==> config.mk <==
export PLATFORM = sky130hd
export DESIGN_NAME = seq_detect_mux_flat
export DESIGN_NICKNAME = d
export VERILOG_FILES = /design/src/rtl/seq_detect_mux_if.sv /design/src/rtl/seq_detect_mux.sv /design/src/flat_wrapper.sv
export SDC_FILE = /design/constraint.sdc
export NUM_CORES = 1
export LEC_CHECK = 0
export ABC_AREA = 1
export CAP_MARGIN = 20
export CORE_UTILIZATION = 40
export CTS_CLUSTER_DIAMETER = 40
export DETAILED_ROUTE_END_ITERATION = 16
export PLACE_DENSITY = 0.87
export SLEW_MARGIN = 20
export SYNTH_ARGS = -nofsm -noshare
export SYNTH_HDL_FRONTEND = slang
export SYNTH_SLANG_ARGS = --single-unit
==> constraint.sdc <==
create_clock -name clk -period 2.2 [get_ports clk]
set_input_delay 0.22 -clock clk [delete_from_list [all_inputs] [get_ports clk]]
set_output_delay 0.22 -clock clk [all_outputs]
set_load 0.01 [all_outputs]
==> src/rtl/seq_detect_mux_if.sv <==
// seq_detect_mux_if: serial input, config, operand and result bundle for seq_detect_mux.
interface seq_detect_mux_if #(
    parameter int PAT_W  = 4,
    parameter int DATA_W = 8,
    parameter int CNT_W  = 8
);
    logic              in_valid;
    logic              in_bit;
    logic              cfg_load;
    logic [PAT_W-1:0]  cfg_pat;
    logic              cfg_ovl;
    logic              cnt_clr;
    logic [DATA_W-1:0] a;
    logic [DATA_W-1:0] b;
    logic [DATA_W-1:0] res;
    logic              hit;
    logic [CNT_W-1:0]  hit_cnt;

    modport master (
        output in_valid, in_bit, cfg_load, cfg_pat, cfg_ovl, cnt_clr, a, b,
        input  res, hit, hit_cnt
    );

    modport slave (
        input  in_valid, in_bit, cfg_load, cfg_pat, cfg_ovl, cnt_clr, a, b,
        output res, hit, hit_cnt
    );
endinterface

==> src/rtl/seq_detect_mux.sv <==
// seq_detect_mux: serial pattern detector driving a held a/b select; hit counter built only with SEQDET_HITCNT_EN.
module seq_detect_mux #(
    parameter int               PAT_W    = 4,
    parameter int               DATA_W   = 8,
    parameter int               CNT_W    = 8,
    parameter int               HOLD_LEN = 2,
    parameter logic [PAT_W-1:0] PAT_INIT = 'b1101
) (
    input logic              clk,
    input logic              rst,
    seq_detect_mux_if.slave  bus
);
    localparam int FW = $clog2(PAT_W + 1);
    localparam int HW = $clog2(HOLD_LEN + 1);
    localparam logic [1:0] EMPTY   = 2'd0;
    localparam logic [1:0] FILLING = 2'd1;
    localparam logic [1:0] ARMED   = 2'd2;

    logic [PAT_W-1:0] pat_q, pat_d, hist_q, hist_d, acc_hist;
    logic             ovl_q, ovl_d, hit_q, hit_d, match, count_hit;
    logic [FW-1:0]    fill_q, fill_d, acc_fill;
    logic [HW-1:0]    hold_q, hold_d;
    logic [1:0]       state;

    // the FSM state is a view of the fill level
    assign state = (fill_q == '0) ? EMPTY : (fill_q == FW'(PAT_W)) ? ARMED : FILLING;

    always_comb begin
        acc_hist  = (hist_q << 1) | PAT_W'(bus.in_bit);
        acc_fill  = (state == ARMED) ? FW'(PAT_W) : fill_q + FW'(1);
        match     = bus.in_valid && (acc_fill == FW'(PAT_W)) && (acc_hist == pat_q);
        count_hit = match && !bus.cfg_load;
        pat_d     = bus.cfg_load ? bus.cfg_pat : pat_q;
        ovl_d     = bus.cfg_load ? bus.cfg_ovl : ovl_q;
        hit_d     = count_hit;
        hist_d    = bus.cfg_load ? '0 : bus.in_valid ? acc_hist : hist_q;
        fill_d    = bus.cfg_load ? '0 :
                    !bus.in_valid ? fill_q :
                    (match && !ovl_q) ? '0 : acc_fill;
        hold_d    = bus.cfg_load ? '0 :
                    count_hit ? HW'(HOLD_LEN) :
                    (hold_q != '0) ? hold_q - HW'(1) : '0;
    end

    always_ff @(posedge clk) begin
        if (rst) begin
            pat_q  <= PAT_INIT;
            ovl_q  <= 1'b0;
            hist_q <= '0;
            fill_q <= '0;
            hold_q <= '0;
            hit_q  <= 1'b0;
        end else begin
            pat_q  <= pat_d;
            ovl_q  <= ovl_d;
            hist_q <= hist_d;
            fill_q <= fill_d;
            hold_q <= hold_d;
            hit_q  <= hit_d;
        end
    end

    assign bus.hit = hit_q;
    assign bus.res = (hold_q != '0) ? bus.a : bus.b;

`ifdef SEQDET_HITCNT_EN
    logic [CNT_W-1:0] hit_cnt_q, hit_cnt_d;

    always_comb hit_cnt_d = bus.cnt_clr ? '0 :
                            (count_hit && hit_cnt_q != '1) ? hit_cnt_q + CNT_W'(1) : hit_cnt_q;

    always_ff @(posedge clk) begin
        if (rst) hit_cnt_q <= '0;
        else     hit_cnt_q <= hit_cnt_d;
    end

    assign bus.hit_cnt = hit_cnt_q;
`else
    logic unused_cnt;
    assign unused_cnt  = bus.cnt_clr;
    assign bus.hit_cnt = '0;
`endif
endmodule
==> src/flat_wrapper.sv <==
// flat-port wrapper written by rule: the top's interface ports become plain ports
module seq_detect_mux_flat 
#(
    parameter int               PAT_W    = 4,
    parameter int               DATA_W   = 8,
    parameter int               CNT_W    = 8,
    parameter int               HOLD_LEN = 2,
    parameter logic [PAT_W-1:0] PAT_INIT = 'b1101
)
  (clk, rst, bus_in_valid, bus_in_bit, bus_cfg_load, bus_cfg_pat, bus_cfg_ovl, bus_cnt_clr, bus_a, bus_b, bus_res, bus_hit, bus_hit_cnt);
  seq_detect_mux_if #(.PAT_W(PAT_W), .DATA_W(DATA_W), .CNT_W(CNT_W)) bus_i ();
  input logic clk;
  input logic rst;
  input wire logic [$bits(bus_i.in_valid)-1:0] bus_in_valid;
  input wire logic [$bits(bus_i.in_bit)-1:0] bus_in_bit;
  input wire logic [$bits(bus_i.cfg_load)-1:0] bus_cfg_load;
  input wire logic [$bits(bus_i.cfg_pat)-1:0] bus_cfg_pat;
  input wire logic [$bits(bus_i.cfg_ovl)-1:0] bus_cfg_ovl;
  input wire logic [$bits(bus_i.cnt_clr)-1:0] bus_cnt_clr;
  input wire logic [$bits(bus_i.a)-1:0] bus_a;
  input wire logic [$bits(bus_i.b)-1:0] bus_b;
  output wire logic [$bits(bus_i.res)-1:0] bus_res;
  output wire logic [$bits(bus_i.hit)-1:0] bus_hit;
  output wire logic [$bits(bus_i.hit_cnt)-1:0] bus_hit_cnt;
  assign bus_i.in_valid = bus_in_valid;
  assign bus_i.in_bit = bus_in_bit;
  assign bus_i.cfg_load = bus_cfg_load;
  assign bus_i.cfg_pat = bus_cfg_pat;
  assign bus_i.cfg_ovl = bus_cfg_ovl;
  assign bus_i.cnt_clr = bus_cnt_clr;
  assign bus_i.a = bus_a;
  assign bus_i.b = bus_b;
  assign bus_res = bus_i.res;
  assign bus_hit = bus_i.hit;
  assign bus_hit_cnt = bus_i.hit_cnt;
  seq_detect_mux #(.PAT_W(PAT_W), .DATA_W(DATA_W), .CNT_W(CNT_W), .HOLD_LEN(HOLD_LEN), .PAT_INIT(PAT_INIT)) u_core (.clk(clk), .rst(rst), .bus(bus_i));
endmodule
==> metrics <==
Hold Path Class register to register; post-synthesis sequential area ratio ~35%; Placed Area 1120 um2; vias in the first global route ~660; TritonCTS Buffers 3; Ports 44; unrepaired setup endpoints after global routing false; Max Cap Viol 0; post-synth cell types 17; Compound-Gate Fraction of Synth Area approximately 14%; Pint 0.399 mW; Clk Latency, worst-skew pair approximately 0.27 ns; global route overflow 0; standard-cell rows 15; endpoints failing setup 0; share of synthesized flip-flops with an asynchronous set or reset 0%; first-pass GRT wire length about 2500 um; Die ar. between 2000 and 2500 um2; global placer's final weighted congestion around 0.77; Setup crit start kind register; mux contribution to synthesized area 11.4%; Post-synth EDFFs 0; Static Leak around 0.53 nW; Die Y about 46 um; WP data required between 1.5 and 2 ns; GR Layer Usage met1 15.0%; post-synth top area cell dfxtp_1; Die X-Extent approximately 46 um; Tcrit/Tclk final a little under 90%; Comb power frac a little under a quarter; Routed Antenna Nets 0; largest family of logic cells by synthesized area simple AND/OR/NAND/NOR gates; Total GRT Usage 16.8%; Post-Syn Instances 105; gr busiest metal met2; Flop pwr share 51.1%; nets around 170; Global Route met2 Usage roughly a third; Vias/cell 4.61; P_sw 0.130 mW; clock share of power 25.8%; Final Hold Fails 0; peak supply drop roughly 0.48 mV; Resized cells post-CTS 0; Synth top cells by count inv_1, nand2_1, dfxtp_1; Core ar. about 1800 um2; Synth Area in Simple Gates a little under a fifth; post-route cell area 1150 um2; initial antenna violation count 0; Initial Util roughly 44%; share of cells above drive strength 1 a little over a tenth; Inst Count DP between 150 and 200; dominant cells by area after synthesis dfxtp_1, mux2_2, inv_1; CTS tree built; vias 760; Ant. Diodes 0; Final Slew Violations 0; postcts setup bufs 0; Seq cells post-synth 14; adder-cell share of the synthesized area roughly 3.2%; Mean Syn Cell Area between 7 and 8 um2; Critical Path End Type primary output; XOR/XNOR Fraction of Synth Area 0%; status complete, no violations; worst clock skew between 0.003 and 0.004 ns; Max clock buf depth 2; CTS Hold Bufs 0; number of clock sinks 14; drt drc 0; synth warn 0; Port Buffers 34; crit path DAT ~1.7 ns; Power Density around 460 nW/um2; Fmax about 520 MHz; top cell type's share of synthesized area a little over a third; H-tree depth 1; Routed WL between 1500 and 2000 um; met3 Use GR under 10%; CTS root buf clkbuf_4; Max FO, Critical Path 8; sw frac 24.6%; fin crit period between 1.5 and 2 ns; Initial DRC Count 6; largest net degree at the start of global routing 13; Pwr Total about 0.53 mW; critical path class register to primary output; filler instances 160; Layout Cells excl Fill 165; register clock-pin slew on the reported worst setup and hold paths 0.07 ns; drt pass-1 iters 4; fin util between 60% and 70%; top_reg_cell synth dfxtp_1; Syn-to-layout area delta 44.9%; post-DR wirelength/cell around 10 um; Synth Cell Area roughly 790 um2; Final TNS setup 0 ns; final HPWL from detailed placement approximately 1400 um
[power by group through the flow]
stage | clock network [mW] | logic [mW] | registers [mW]
global placement | 0 | 0.118 | 0.275
floorplan | 0 | 0.0628 | 0.274
detailed placement | 0 | 0.123 | 0.276
global route | 0.155 | 0.136 | 0.271
finish | 0.136 | 0.122 | 0.270
CTS | 0.143 | 0.123 | 0.270
[path summary, 6_finish.rpt]
check	from	slack [ns]	depth (start not counted)	endpoint
hold reg to reg	u_core.hist_q[1]	0.49	2	u_core.hist_q[2]
setup reg to reg	u_core.fill_q[0]	0.79	9	u_core.hold_q[0]
setup / recovery	u_core.hold_q[1]	0.28	3	bus_res[6]
hold / removal	u_core.hist_q[1]	0.49	2	u_core.hist_q[2]
[stage by stage]
stage	worst slack (ns)	hold slack, ns
global route	0.204	0.505
floorplan	0.893	0.320
finish	0.276	0.489
detailed placement	0.549	0.478
CTS	0.259	0.489
global placement	0.571	0.461
[critical path: stages, from the launching register on]
cell             delay, ns
dfxtp_1               0.34
nor2_4                0.23
mux2_2                0.38
clkdlybuf4s50_1       0.48
[kinds of logic after synthesis]
logic type	Yosys count
AND/OR/NAND/NOR	32
buffers and inverters	27
AO/OA/AOI/OAI	21
flip-flops	14
multiplexers	8
adder cells (fa/ha/maj)	2
other	1
[layer usage]
layer	wire [um]	vias up
li1	-	386
met1	591	329
met3	197	2
met2	847	43
met4	29	0
met5	0	-
[cell type report]
| type | count | area, um2 | area share, % |
|---|---|---|---|
| Clock buffer | 3 | 22.5 | 1.97 |
| Sequential cell | 14 | 280 | 24.5 |
| Timing Repair Buffer | 34 | 340 | 29.7 |
| Inverter | 18 | 67.6 | 5.90 |
| Multi-Input combinational cell | 71 | 404 | 35.3 |
| Tap cell | 25 | 31.3 | 2.73 |
[state kept, by name (all words and copies together), names as in the netlist]
signal          cells
u_core.pat_q        4
u_core.fill_q       3
u_core.hist_q       3
u_core.hold_q       2
u_core.bus.hit      1
u_core.ovl_q        1
[cell usage in the layout (no fill, tap or decap)]
master / instances
o211a_1: 1
o211ai_1: 1
and3_1: 1
mux2_2: 8
nand2_1: 18
conb_1: 8
clkbuf_4: 3
nand3_1: 3
clkdlybuf4s50_1: 34
dfxtp_1: 14
nor2_2: 2
nor2_1: 6
ha_1: 2
o21ai_0: 9
a21oi_1: 10
inv_1: 18
nor2_4: 2
No activity file was read; power rests on OpenSTA's default activity.
